--- src/rtl/bist_pkg.sv ---
// Shared definitions for the BIST output-response analyser: FSM state codes
// and the 16-bit MISR step function (x^16 + x^14 + x^13 + x^11 + 1).
package bist_pkg;

   localparam logic [2:0] ST_IDLE     = 3'd0;
   localparam logic [2:0] ST_SEED     = 3'd1;
   localparam logic [2:0] ST_COMPRESS = 3'd2;
   localparam logic [2:0] ST_COMPARE  = 3'd3;
   localparam logic [2:0] ST_DONE     = 3'd4;

   // Tap positions 15, 13, 12 and 10 of the signature register.
   localparam logic [15:0] MISR_TAPS = 16'hB400;

   function automatic logic [15:0] misr_next(input logic [15:0] sig,
                                             input logic [15:0] data);
      logic fb;
      fb = ^(sig & MISR_TAPS);
      return {sig[14:0], fb} ^ data;
   endfunction

endpackage

--- src/rtl/bist_misr.sv ---
// 16-bit multiple-input signature register: seed load has priority over compress.
// One-cycle update latency; no flow control, the caller gates compression with en_i.
module bist_misr
   import bist_pkg::*;
#(
   parameter int               WIDTH = 16,
   parameter logic [WIDTH-1:0] SEED  = '0
) (
   input  logic             clk,
   input  logic             rst,
   input  logic             load_i,
   input  logic             en_i,
   input  logic [WIDTH-1:0] data_i,
   output logic [WIDTH-1:0] sig_o
);

   logic [WIDTH-1:0] sig_q;
   logic [WIDTH-1:0] sig_d;

   always_comb begin
      sig_d = sig_q;
      if (load_i) begin
         sig_d = SEED;
      end else if (en_i) begin
         sig_d = misr_next(sig_q, data_i);
      end
   end

   always_ff @(posedge clk or negedge rst) begin
      if (!rst) begin
         sig_q <= SEED;
      end else begin
         sig_q <= sig_d;
      end
   end

   assign sig_o = sig_q;

endmodule

--- src/rtl/bist_signature_analyzer.sv ---
// Compresses a counted run of patterns into a MISR signature and grades it against a golden value.
// Result visible two edges after the final valid pattern; pattern_valid=0 simply stalls the run.
module bist_signature_analyzer
   import bist_pkg::*;
#(
   parameter int               WIDTH = 16,
   parameter int               CNT_W = 10,
   parameter logic [WIDTH-1:0] SEED  = 16'h0000
) (
   input  logic             clk,
   input  logic             rst,
   input  logic             start,
   input  logic             abort,
   input  logic             pattern_valid,
   input  logic [WIDTH-1:0] pattern,
   input  logic [CNT_W-1:0] test_length,
   input  logic [WIDTH-1:0] golden,
   output logic [WIDTH-1:0] signature,
   output logic [CNT_W-1:0] pattern_count,
   output logic             busy,
   output logic             done,
   output logic             pass,
   output logic             fail
);

   localparam logic [CNT_W-1:0] CNT_ONE = {{(CNT_W-1){1'b0}}, 1'b1};

   logic [2:0]       state_q, state_d;
   logic [CNT_W-1:0] cnt_q, cnt_d;
   logic [CNT_W-1:0] len_q, len_d;
   logic [WIDTH-1:0] gold_q, gold_d;
   logic             pass_q, pass_d;
   logic             fail_q, fail_d;
   logic             misr_load;
   logic             misr_en;
   logic             sig_match;

   assign sig_match = (signature == gold_q);

   always_comb begin
      state_d   = state_q;
      cnt_d     = cnt_q;
      len_d     = len_q;
      gold_d    = gold_q;
      pass_d    = pass_q;
      fail_d    = fail_q;
      misr_load = 1'b0;
      misr_en   = 1'b0;
      // Abort wins over everything; signature and count are left for debug.
      if (abort) begin
         state_d = ST_IDLE;
         pass_d  = 1'b0;
         fail_d  = 1'b0;
      end else begin
         case (state_q)
            ST_IDLE: begin
               if (start) begin
                  state_d = ST_SEED;
                  len_d   = test_length;
                  gold_d  = golden;
               end
            end
            ST_SEED: begin
               misr_load = 1'b1;
               cnt_d     = '0;
               state_d   = (len_q == '0) ? ST_COMPARE : ST_COMPRESS;
            end
            ST_COMPRESS: begin
               if (pattern_valid) begin
                  misr_en = 1'b1;
                  cnt_d   = cnt_q + CNT_ONE;
                  if (cnt_q == len_q - CNT_ONE) begin
                     state_d = ST_COMPARE;
                  end
               end
            end
            ST_COMPARE: begin
               pass_d  = sig_match;
               fail_d  = !sig_match;
               state_d = ST_DONE;
            end
            ST_DONE: begin
               if (start) begin
                  state_d = ST_SEED;
                  len_d   = test_length;
                  gold_d  = golden;
                  pass_d  = 1'b0;
                  fail_d  = 1'b0;
               end
            end
            default: begin
               state_d = ST_IDLE;
               pass_d  = 1'b0;
               fail_d  = 1'b0;
            end
         endcase
      end
   end

   always_ff @(posedge clk or negedge rst) begin
      if (!rst) begin
         state_q <= ST_IDLE;
         cnt_q   <= '0;
         len_q   <= '0;
         gold_q  <= '0;
         pass_q  <= 1'b0;
         fail_q  <= 1'b0;
      end else begin
         state_q <= state_d;
         cnt_q   <= cnt_d;
         len_q   <= len_d;
         gold_q  <= gold_d;
         pass_q  <= pass_d;
         fail_q  <= fail_d;
      end
   end

   bist_misr #(
      .WIDTH (WIDTH),
      .SEED  (SEED)
   ) u_misr (
      .clk    (clk),
      .rst    (rst),
      .load_i (misr_load),
      .en_i   (misr_en),
      .data_i (pattern),
      .sig_o  (signature)
   );

   assign pattern_count = cnt_q;
   assign busy          = (state_q == ST_SEED) || (state_q == ST_COMPRESS) ||
                          (state_q == ST_COMPARE);
   assign done          = (state_q == ST_DONE);
   assign pass          = pass_q;
   assign fail          = fail_q;

endmodule

--- config.mk ---
export PLATFORM = sky130hd
export DESIGN_NAME = bist_signature_analyzer
export DESIGN_NICKNAME = d
export VERILOG_FILES = /design/src/rtl/bist_pkg.sv /design/src/rtl/bist_misr.sv /design/src/rtl/bist_signature_analyzer.sv
export SDC_FILE = /design/constraint.sdc
export NUM_CORES = 1
export LEC_CHECK = 0
export BUFFER_PORTS_ARGS = -buffer_cell sky130_fd_sc_hd__buf_2
export CORE_MARGIN = 3
export CORE_UTILIZATION = 37
export DETAILED_ROUTE_END_ITERATION = 12
export GPL_ROUTABILITY_DRIVEN = 0
export HOLD_SLACK_MARGIN = 0.1
export PLACE_DENSITY = 0.58
export RECOVER_POWER = 100
export SYNTH_ARGS = -nofsm -noshare
export SYNTH_HDL_FRONTEND = slang
export SYNTH_SLANG_ARGS = --single-unit
--- constraint.sdc ---
create_clock -name clk -period 2.5 [get_ports clk]
set_input_delay 0.375 -clock clk [delete_from_list [all_inputs] [get_ports clk]]
set_output_delay 0.375 -clock clk [all_outputs]
set_load 0.02 [all_outputs]
==> results of run 1 <==
[synth_stat cells, drive strengths merged, types with 2 or more instances]
master,number
mux2,25
a211oi,2
nor2,14
o21ai,15
dfrtp,57
nand4,9
xnor2,40
and3,2
nand3b,3
o31ai,17
xor2,12
nor2b,3
and2,2
or3,4
a21oi,3
buf,8
ha,2
inv,4
nor4,2
nor3,4
clkbuf,4
nand3,2
nand2,33
nand4b,2
[worst min path at each step]
stage,cells past startpoint,slack (ps),to
after floorplan,0,80,fail
after global placement,2,410,len_q[5]
after detailed placement,2,400,len_q[5]
after CTS,2,240,gold_q[12]
after global routing,2,240,gold_q[10]
final,2,250,gold_q[12]
[worst max-delay path, cell delays in order, from the launching register on]
cell,delay [ps]
sky130_fd_sc_hd__dfrtp_1,420
sky130_fd_sc_hd__inv_1,150
sky130_fd_sc_hd__ha_1,270
sky130_fd_sc_hd__or4b_4,500
sky130_fd_sc_hd__o41ai_1,410
sky130_fd_sc_hd__o2111ai_1,170
sky130_fd_sc_hd__o21ai_1,170
[per-stage QoR]
stage	hold slack, ps	total power, mW	cell area [um2]	utilization (%)	instances
floorplan	79.4	2.66	3080	-	284
global route	244	4.29	3730	47.3	473
finish	249	4.00	3730	47.3	473
CTS	235	4.11	3820	48.4	473
global placement	405	3.07	3580	45.4	456
detailed placement	403	3.11	3580	45.4	456
[layout make-up]
class	count	area (um2)	share of cell area [%]
clock buffer	10	138	3.69
sequential	57	1430	38.2
clock inverter	6	91.3	2.45
multi-input combinational	211	1550	41.4
tap	102	128	3.42
inverter	4	15.0	0.403
timing repair buffer	83	387	10.4
[repair_timing]
action,CTS,global route
setup buffers,0,0
setup endpoints to repair,0,0
hold buffers,1,0
resized for setup,0,0
hold endpoints to repair,57,0
[layer usage]
metal | wire (um) | share of wire (%) | global-route usage (%) | vias to the layer above
li1 | - | - | - | 1166
met1 | 3280 | 46 | 20.7 | 1106
met2 | 3290 | 47 | 25.4 | 69
met3 | 440 | 6.2 | 5.53 | 6
met4 | 47 | 0.67 | 2.92 | 0
met5 | 0 | 0 | 0 | -
[kinds of logic after synthesis]
| family | after synthesis | synth area share [%] |
|---|---|---|
| and+or+nand+nor | 85 | 15.5 |
| buffers and inverters | 16 | 2.64 |
| adders and majority gates | 2 | 0.813 |
| xor gates and xnor gates | 52 | 14.8 |
| DFF | 57 | 46.3 |
| AOI/OAI and AO/OA | 47 | 10.7 |
| muxes | 25 | 9.15 |
[registers in the layout, summed over array words and instances (netlist names)]
| register | cells |
|---|---|
| fail | 1 |
| gold_q | 16 |
| len_q | 10 |
| pass | 1 |
| pattern_count | 10 |
| state_q | 3 |
| u_misr.sig_o | 16 |
[report_power, final]
group	switching, mW	total (mW)	leakage (nW)	internal (mW)
logic	0.715	1.39	0.763	0.674
clock network	0.394	0.985	0.116	0.591
registers	0.410	1.63	0.711	1.22
total	1.52	4.00	1.59	2.48
==> impl_summary.log, run 1 <==
[metrics] Fmax achieved: 0.463 GHz
[metrics] synthesized instance count: 284
[metrics] Warnings, synthesis: 0
[metrics] remaining number of nets flagged by the antenna check after routing: 0
[metrics] commonest non-fill, non-tap cells in the layout: 57 x sky130_fd_sc_hd__dfrtp_1, 46 x sky130_fd_sc_hd__buf_2, 40 x sky130_fd_sc_hd__xnor2_1, 33 x sky130_fd_sc_hd__nand2_1, 31 x sky130_fd_sc_hd__clkbuf_1
[metrics] violation count after the first detailed-route iteration: 87
[metrics] final worst path period need: 2160 ps
[metrics] clock network latency to the later pin of the worst-skew pair: 340 ps
[metrics] Final Hold Violating Endpoints: 0
[metrics] number of fill cells in the layout: 756
[metrics] Die Footprint: 9450 um2
[metrics] type of element capturing the critical path: flop
[metrics] part of the Yosys area used for sequential elements: 46.3%
[metrics] summed negative setup slack over all endpoints: 0 ps
[metrics] post-detailed-route via-to-cell ratio: 4.96
[metrics] start point of the worst hold path: golden[12]
[metrics] clock buffers created by TritonCTS: 9
[metrics] die height: roughly 97 um
[metrics] layout cells sized above 1: between 20% and 30%
[metrics] Vias: 2347
[metrics] main flop type after synthesis: sky130_fd_sc_hd__dfrtp_1
[metrics] I/O pins: 77
[metrics] maximum fanout count along the critical path: 5
[metrics] largest clock skew in the final design: 14.3 ps
[metrics] crit path capture: state_q[0]
[metrics] setup repair after global routing missed its margin: no
[metrics] total congestion overflow: 0
[metrics] Pre-antenna DRT Iters: 6
[metrics] internal reg-to-reg setup slack: roughly 340 ps
[metrics] average footprint of a synthesized cell: between 10 and 15 um2
[metrics] Core Footprint: 7890 um2
[metrics] fin. max-slew vios: 0
[metrics] most area-hungry cell type in the Yosys netlist: sky130_fd_sc_hd__dfrtp_1
[metrics] VDD IR-drop max: between 0.5 and 0.6 mV
[metrics] WL/cell: ~15 um
[metrics] antenna violations before repair: 0
[metrics] Clock Sink Count: 57
[metrics] wire length of the first global-routing pass: 12000 um
[metrics] critical path launch point type: flop
[metrics] number of global-route vias before repair: between 2000 and 2500
[metrics] clock slew at reported path FFs: around 70 ps
[metrics] number of buffers added on ports: 76
[metrics] post-layout worst setup margin: 338 ps
[metrics] Hold Crit Class: in -> reg
[metrics] total power per unit cell area: 1070 nW/um2
[metrics] most common library cell in the layout ignoring fill and taps: sky130_fd_sc_hd__dfrtp_1
[metrics] headroom to the max-slew limit: 4.82%
[metrics] number of placement rows: 32
[metrics] sum of net half-perimeters after detailed placement: just over 5000 um
[metrics] capture instance of the worst register-to-register path: state_q[0]
[metrics] Seq cells post-synth: 57
[metrics] endpoints failing setup: 0
[metrics] worst setup slack before clock tree synthesis: 430 ps
[metrics] die width: 97.2 um
[metrics] CP startpoint: len_q[0]
[metrics] Syn-to-layout area delta: 21.2%
[metrics] Worst Reg2Reg Path Length in Cells: 6
[metrics] clock tree from TritonCTS: built
[metrics] total number of nets in the final design: 415
[metrics] number of enable-type register cells in the synthesized netlist: 0
[metrics] final period utilization: 86.5%
[metrics] # Max-Cap Violations: 0
[metrics] share of flip-flops with an asynchronous set or reset after synthesis: 100%
[metrics] deepest level of the CTS H-tree: 3
[metrics] largest net degree at the start of global routing: 58
[metrics] Overall Global Routing Usage: 15.8%
[metrics] Inserted Diodes: 0
[metrics] static leakage: 1.59 nW
[metrics] result of the run: complete, no violations
[metrics] share of the synthesized area in the top cell type: between 40% and 50%
[metrics] total wire length: about 7000 um
[metrics] buffer type at the clock tree root: sky130_fd_sc_hd__clkbuf_8
[metrics] top cells by area, synth: sky130_fd_sc_hd__dfrtp_1 46%, sky130_fd_sc_hd__xnor2_1 11%, sky130_fd_sc_hd__mux2_1 4.8%
[metrics] drc violations: 0
[metrics] Post-Syn Area: 3080 um2
[metrics] Starting Density: between 30% and 40%
[metrics] Max Buffers Root-to-Sink: 2
[metrics] startpoint of the most critical register-to-register path: len_q[0]
[metrics] kind of critical path: reg -> reg
[metrics] required time of the worst setup path: ~2800 ps
[metrics] worst endpoint data arrival time: 2420 ps
[metrics] post-synth cell types: between 40 and 50
[metrics] actual slew at the worst max-slew pin: around 1400 ps
[metrics] syn_nets: 333
Note: power is estimated with default switching activity, not from simulation.
==> inputs of run 2 (changes only) <==
Settings changed: CAP_MARGIN set to 20.
Clock period 2.5 ns to 2.8 ns, I/O delays scaled along.
==> impl_summary.log, run 2 (same netlist as run 1, synthesis figures left out) <==
[metrics] drc violations: 0 (unchanged)
[metrics] kind of critical path: reg -> reg
[metrics] startpoint of the most critical register-to-register path: state_q[1]
[metrics] WL/cell: 15.1 um (+0.98%)
[metrics] Overall Global Routing Usage: 15.5% (-0.27 points)
[metrics] Die Footprint: 9450 um2 (unchanged)
[metrics] number of setup buffers added after CTS: 0 (unchanged)
[metrics] clock buffers created by TritonCTS: 9 (unchanged)
[metrics] clock slew at reported path FFs: 70 ps (about the same)
[metrics] layout cells sized above 1: 23.5% (+0.063 points)
[metrics] number of buffers added on ports: 76 (unchanged)
[metrics] Vias: 2337 (-0.43%)
[metrics] total congestion overflow: 0 (unchanged)
[metrics] post-detailed-route via-to-cell ratio: 4.95 (-0.22%)
[metrics] Hold Crit Endpoint: len_q[0]
[metrics] sw power: 1.39 mW (-8.4%)
[metrics] Core Footprint: 7890 um2 (unchanged)
[metrics] portion of total power attributed to sequential cells: 42.5% (+1.8 points)
[metrics] wire length of the first global-routing pass: 11700 um (-2.6%)
[metrics] Final Hold Violating Endpoints: 0 (unchanged)
[metrics] result of the run: complete, no violations
[metrics] headroom to the max-slew limit: 10.1% (+5.3 points)
[metrics] final worst path period need: 2270 ps (+109 ps)
[metrics] I/O pins: 77 (unchanged)
[metrics] number of placement rows: 32 (unchanged)
[metrics] die height: 97.2 um (unchanged)
[metrics] Pre-antenna DRT Iters: 4 (-2)
[metrics] sum of net half-perimeters after detailed placement: 5310 um (+2.6%)
[metrics] Switching Fraction: 40.7% (+2.7 points)
[metrics] most common library cell in the layout ignoring fill and taps: sky130_fd_sc_hd__dfrtp_1
[metrics] VDD IR-drop max: 0.427 mV (-21%)
[metrics] die width: 97.2 um (unchanged)
[metrics] summed negative setup slack over all endpoints: 0 ps (unchanged)
[metrics] clock network latency to the later pin of the worst-skew pair: 340 ps (about the same)
[metrics] largest net degree at the start of global routing: 37 (-36%)
[metrics] antenna violations before repair: 0 (unchanged)
[metrics] Hold Crit Class: in -> reg
[metrics] violation count after the first detailed-route iteration: 65 (-25%)
[metrics] Worst Reg2Reg Path Length in Cells: 3 (-3)
[metrics] # Max-Cap Violations: 0 (unchanged)
[metrics] total power per unit cell area: 925 nW/um2 (-14%)
[metrics] share of total power in the clock network: 21.1% (-3.5 points)
[metrics] capture instance of the worst register-to-register path: len_q[3]
[metrics] type of element capturing the critical path: flop
[metrics] share of total power in combinational logic: 36.4% (+1.7 points)
[metrics] instance count along the most critical hold path: 3 (+1)
[metrics] number of global-route vias before repair: 2365 (-1.9%)
[metrics] maximum fanout count along the critical path: 12 (+7)
[metrics] Starting Density: 39.0% (unchanged)
[metrics] required time of the worst setup path: 3020 ps (+260 ps)
[metrics] commonest non-fill, non-tap cells in the layout: 57 x sky130_fd_sc_hd__dfrtp_1, 45 x sky130_fd_sc_hd__buf_2, 40 x sky130_fd_sc_hd__xnor2_1, 33 x sky130_fd_sc_hd__nand2_1, 32 x sky130_fd_sc_hd__clkbuf_1
[metrics] start point of the worst hold path: test_length[0]
[metrics] setup repair after global routing missed its margin: no
[metrics] buffer type at the clock tree root: sky130_fd_sc_hd__clkbuf_8
[metrics] fin. max-slew vios: 0 (unchanged)
[metrics] Syn-to-layout area delta: 20.1%
[metrics] Finished Core Util: 46.9% (-0.43 points)
[metrics] cell-internal power: 2.03 mW (-18%)
[metrics] Inserted Diodes: 0 (unchanged)
[metrics] internal reg-to-reg setup slack: 530 ps (+190 ps)
[metrics] total wire length: 7120 um (+0.76%)
[metrics] number of fill cells in the layout: 766 (+1.3%)
[metrics] largest clock skew in the final design: 7.65 ps (-6.66 ps)
[metrics] Final Hold Slack: 288 ps (+39.5 ps)
[metrics] deepest level of the CTS H-tree: 3 (unchanged)
[metrics] clock tree from TritonCTS: built
[metrics] worst endpoint data arrival time: 2490 ps (+70 ps)
[metrics] Clock Sink Count: 57 (unchanged)
[metrics] final period utilization: 81.1% (-5.4 points)
[metrics] total number of nets in the final design: 414 (-0.24%)
[metrics] actual slew at the worst max-slew pin: 1350 ps (-79.1 ps)
[metrics] Max Buffers Root-to-Sink: 2 (unchanged)
[metrics] remaining number of nets flagged by the antenna check after routing: 0 (unchanged)
[metrics] static leakage: 1.56 nW (-2.0%)
[metrics] endpoints failing setup: 0 (unchanged)
[metrics] critical path launch point type: flop
[metrics] Fmax achieved: 0.440 GHz (-4.8%)
-- run 2: what timing repair did --
action | CTS | global route
resized for setup | 0 | 0
endpoints found under the hold margin | 21 | 0
hold buffers | 1 | 0
-- run 2: worst max-delay path: stages, from the launching register on --
cell and delay [ps]:
sky130_fd_sc_hd__dfrtp_1 510, sky130_fd_sc_hd__nor4_2 950, sky130_fd_sc_hd__buf_4 350, sky130_fd_sc_hd__mux2_2 350
-- run 2: power by group through the flow --
stage | combinational (mW) | clock [mW] | sequential (mW)
finish | 1.24 | 0.723 | 1.45
global route | 1.37 | 0.796 | 1.50
CTS | 1.31 | 0.748 | 1.46
detailed placement | 1.30 | 0 | 1.47
global placement | 1.28 | 0 | 1.46
floorplan | 0.861 | 0 | 1.51
-- run 2: how the worst max path moves through the flow --
stage                          start          to  slack [ps]  depth (start not counted)
after floorplan             len_q[0]  state_q[0]         910                          6
after global placement      len_q[0]  state_q[0]         820                          6
after detailed placement    len_q[0]  state_q[0]         790                          6
after CTS                   len_q[0]  state_q[0]         750                          6
after global routing      state_q[1]  gold_q[14]         370                          3
final                     state_q[1]    len_q[3]         530                          3
-- run 2: area by class of cell --
type | instances | area [um2] | share of cell area [%]
Clock buffer | 9 | 124 | 3.35
Multi-Input combinational cell | 211 | 1560 | 42.1
Inverter | 4 | 15.0 | 0.406
Clock inverter | 7 | 61.3 | 1.66
Sequential cell | 57 | 1430 | 38.6
Timing Repair Buffer | 82 | 385 | 10.4
Tap cell | 102 | 128 | 3.45
-- run 2: through the flow --
step	setup slack, ps	cell area (um2)	cells	power [mW]
after global routing	367	3700	472	3.67
after CTS	749	3760	472	3.52
after global placement	820	3560	455	2.75
after floorplan	908	3080	284	2.37
final	529	3700	472	3.42
after detailed placement	788	3560	455	2.77
-- run 2: metal layers --
| metal | share of wire, % | up-vias | GRT usage, % |
|---|---|---|---|
| met5 | 0 | - | 0 |
| li1 | - | 1157 | - |
| met3 | 5.9 | 11 | 5.67 |
| met2 | 45 | 65 | 23.7 |
| met4 | 1.7 | 0 | 4.86 |
| met1 | 48 | 1104 | 20.5 |
==> inputs of run 3 (changes only) <==
Settings changed: ABC_AREA set to 1, PLACE_DENSITY 0.58 to 0.6.
Clock period 2.8 ns to 1.9 ns, I/O delays scaled along.
==> impl_summary.log, run 3 <==
[metrics] number of enable-type register cells in the synthesized netlist: 0 (unchanged)
[metrics] result of the run: complete, no violations
[metrics] clock slew at reported path FFs: 70 ps (about the same)
[metrics] Hold Crit Class: in -> reg
[metrics] number of buffers added on ports: 76 (unchanged)
[metrics] sw power: 2.27 mW (+63%)
[metrics] synthesized instance count: 359 (+26%)
[metrics] Vias: 2630 (+13%)
[metrics] VDD IR-drop max: 0.725 mV (+70%)
[metrics] violation count after the first detailed-route iteration: 85 (+31%)
[metrics] share of the synthesized area in the top cell type: 43.9% (-2.4 points)
[metrics] part of the Yosys area used for sequential elements: 43.9% (-2.4 points)
[metrics] portion of netlist area occupied by mux cells: 7.86% (-1.3 points)
[metrics] post-synthesis xor/xnor area fraction: 10.8% (-4.0 points)
[metrics] met2 Track Usage GR: 25.1% (+1.5 points)
[metrics] number of global-route vias before repair: 2567 (+8.5%)
[metrics] clock tree from TritonCTS: built
[metrics] Final Hold Violating Endpoints: 0 (unchanged)
[metrics] Fmax achieved: approximately 0.57 GHz
[metrics] clock buffers created by TritonCTS: 9 (unchanged)
[metrics] average footprint of a synthesized cell: 9.04 um2 (-17%)
[metrics] fin. max-slew vios: 0 (unchanged)
[metrics] Pre-antenna DRT Iters: 4 (unchanged)
[metrics] remaining number of nets flagged by the antenna check after routing: 0 (unchanged)
[metrics] adder-cell share of the synthesized area: 0.771% (-0.042 points)
[metrics] critical path launch point type: flop
[metrics] slowest CP cell: sky130_fd_sc_hd__dfrtp_1
[metrics] final worst path period need: ~1800 ps
[metrics] actual slew at the worst max-slew pin: 1310 ps (-42.9 ps)
[metrics] Switching Fraction: 39.1% (-1.6 points)
[metrics] antenna violations before repair: 0 (unchanged)
[metrics] Core Footprint: 8380 um2 (+6.3%)
[metrics] layout cells sized above 1: 18.1% (-5.4 points)
[metrics] Worst Reg2Reg Path Length in Cells: 5 (+2)
[metrics] main flop type after synthesis: sky130_fd_sc_hd__dfrtp_1
[metrics] largest clock skew in the final design: 8.26 ps (+0.609 ps)
[metrics] static leakage: 1.80 nW (+16%)
[metrics] most area-hungry cell type in the Yosys netlist: sky130_fd_sc_hd__dfrtp_1
[metrics] combinational family with the most area after synthesis: simple AND/OR/NAND/NOR gates
[metrics] Global Route met3 Usage: 4.98% (-0.69 points)
[metrics] total power per unit cell area: 1510 nW/um2 (+63%)
[metrics] total non-filler cell area in the finished layout: 3840 um2 (+4.0%)
[metrics] commonest non-fill, non-tap cells in the layout: 77 x sky130_fd_sc_hd__nand2_1, 57 x sky130_fd_sc_hd__dfrtp_1, 45 x sky130_fd_sc_hd__buf_2, 44 x sky130_fd_sc_hd__nor2_1, 37 x sky130_fd_sc_hd__inv_1
[metrics] DP Area: 3730 um2 (+4.8%)
[metrics] largest net degree at the start of global routing: 36 (-2.7%)
[metrics] deepest level of the CTS H-tree: 3 (unchanged)
[metrics] worst endpoint data arrival time: 1480 ps (-1010 ps)
[metrics] setup repair after global routing missed its margin: no
[metrics] Overall Global Routing Usage: 15.4% (-0.080 points)
[metrics] Max Buffers Root-to-Sink: 2 (unchanged)
[metrics] I/O pins: 77 (unchanged)
[metrics] post-detailed-route via-to-cell ratio: 4.76 (-3.9%)
[metrics] share of total power in combinational logic: 37.6% (+1.2 points)
[metrics] post-cts hold buffer count: 1 (unchanged)
[metrics] final period utilization: 93.1%
[metrics] summed negative setup slack over all endpoints: 0 ps (unchanged)
[metrics] Warnings, synthesis: 0 (unchanged)
[metrics] total number of nets in the final design: 493 (+19%)
[metrics] portion of total power attributed to sequential cells: 38.4% (-4.1 points)
[metrics] most instantiated library cell after synthesis: sky130_fd_sc_hd__nand2_1
[metrics] kind of critical path: reg -> out
[metrics] Seq cells post-synth: 57 (unchanged)
[metrics] instance count along the most critical hold path: 2 (-1)
[metrics] required time of the worst setup path: 1620 ps (-1400 ps)
[metrics] most common library cell in the layout ignoring fill and taps: sky130_fd_sc_hd__nand2_1
[metrics] Inserted Diodes: 0 (unchanged)
[metrics] die height: 99.7 um (+2.5%)
[metrics] total wire length: 7480 um (+5.0%)
[metrics] Clock Sink Count: 57 (unchanged)
[metrics] type of element capturing the critical path: output pin
[metrics] endpoints failing setup: 0 (unchanged)
[metrics] Starting Density: 38.7% (-0.29 points)
[metrics] commonest cells in the synthesized netlist: 77 x sky130_fd_sc_hd__nand2_1, 57 x sky130_fd_sc_hd__dfrtp_1, 42 x sky130_fd_sc_hd__nor2_1, 35 x sky130_fd_sc_hd__inv_1, 33 x sky130_fd_sc_hd__xnor2_1
[metrics] Die Footprint: 9940 um2 (+5.1%)
[metrics] share of total power in the clock network: 24.1% (+3.0 points)
[metrics] number of setup buffers added after CTS: 0 (unchanged)
[metrics] post-synthesis share of cell area spent on and, or, nand and nor gates: 22.6% (+7.1 points)
[metrics] share of flip-flops with an asynchronous set or reset after synthesis: 100% (unchanged)
[metrics] buffer type at the clock tree root: sky130_fd_sc_hd__clkbuf_8
[metrics] total congestion overflow: 0 (unchanged)
[metrics] clock network latency to the later pin of the worst-skew pair: 330 ps (about the same)
[metrics] drc violations: 0 (unchanged)
[metrics] post-synth cell types: 33 (-33%)
[metrics] wire length of the first global-routing pass: 12200 um (+4.3%)
[metrics] Post-Syn Area: 3250 um2 (+5.5%)
[metrics] sum of net half-perimeters after detailed placement: 5610 um (+5.5%)
[metrics] WL/cell: 13.5 um (-10%)
[metrics] number of placement rows: 33 (+3.1%)
[metrics] top cells by area, synth: sky130_fd_sc_hd__dfrtp_1 44%, sky130_fd_sc_hd__nand2_1 8.9%, sky130_fd_sc_hd__xnor2_1 8.9%
[metrics] # Max-Cap Violations: 0 (unchanged)
[metrics] critical-path cell list: nor2_2 -> inv_1 -> nor2_1 -> clkbuf_1
[metrics] Resize count post-CTS: 0 (unchanged)
[metrics] cell-internal power: 3.53 mW (+74%)
[metrics] Syn-to-layout area delta: 18.4%
[metrics] area fraction in compound gates after synthesis: 7.63% (-3.1 points)
[metrics] global routing usage on met1: 19.8% (-0.67 points)
[metrics] maximum fanout count along the critical path: 5 (-7)
[metrics] syn_nets: 408 (+23%)
[metrics] die width: 99.7 um (+2.5%)
[metrics] most heavily used metal layer in global routing: met2
[metrics] headroom to the max-slew limit: 13.0% (+2.9 points)
[metrics] stage delay of the slowest cell on the critical path: 430 ps (-520 ps)
## run 3: final timing paths
| path | end | slack [ps] | start |
|---|---|---|---|
| worst max-delay path | done | 130 | state_q[0] |
| worst min-delay path | gold_q[8] | 160 | golden[8] |
| worst max register to register | gold_q[11] | 180 | state_q[0] |
| worst min register to register | fail | 480 | fail |
| max in group asynchronous | len_q[2] | 320 | rst |
| min in group asynchronous | gold_q[2] | 770 | rst |
## run 3: power by group through the flow
| stage | Clock, mW | Combinational (mW) | Sequential, mW |
|---|---|---|---|
| floorplan | 0 | 1.75 | 2.33 |
| global placement | 0 | 2.43 | 2.24 |
| detailed placement | 0 | 2.47 | 2.25 |
| CTS | 1.43 | 2.48 | 2.24 |
| global route | 1.47 | 2.47 | 2.31 |
| finish | 1.40 | 2.18 | 2.22 |
## run 3: worst max-delay path: cells and delay by family, from the launching register on
family	cells	cell delay, ps
AND/OR/NAND/NOR	2	360
flip-flops	1	430
buffers and inverters	2	360
## run 3: logic make-up (layout without fill, tap and decap cells)
kind of cell / count (synthesis) / count (layout)
AOI/OAI and AO/OA: 38 / 38
xor gates and xnor gates: 40 / 40
adders and majority gates: 2 / 2
buffers and inverters: 45 / 134
DFF: 57 / 57
muxes: 18 / 18
and+or+nand+nor: 159 / 159
## run 3: layer usage
metal	up-vias	routed length, um
met3	9	448
met5	-	0
met2	72	3550
met1	1227	3400
met4	0	71
li1	1322	-
## run 3: final cells by class
type | instances | area [um2]
Clock buffer | 10 | 138
Clock inverter | 5 | 104
Fill cell | 840 | 4540
Inverter | 39 | 149
Multi-Input combinational cell | 257 | 1510
Sequential cell | 57 | 1430
Tap cell | 105 | 131
Timing Repair Buffer | 80 | 387
## run 3: per-stage QoR
stage / hold slack (ps) / utilization [%] / instances / power [mW] / setup slack, ps
after global routing: 150 / 45.9 / 553 / 6.25 / 25.9
after floorplan: -10.6 / - / 359 / 4.07 / 440
final: 161 / 45.9 / 553 / 5.80 / 131
after CTS: 162 / 47.5 / 553 / 6.15 / 160
after global placement: 302 / 44.5 / 537 / 4.67 / 213
after detailed placement: 302 / 44.5 / 537 / 4.72 / 174
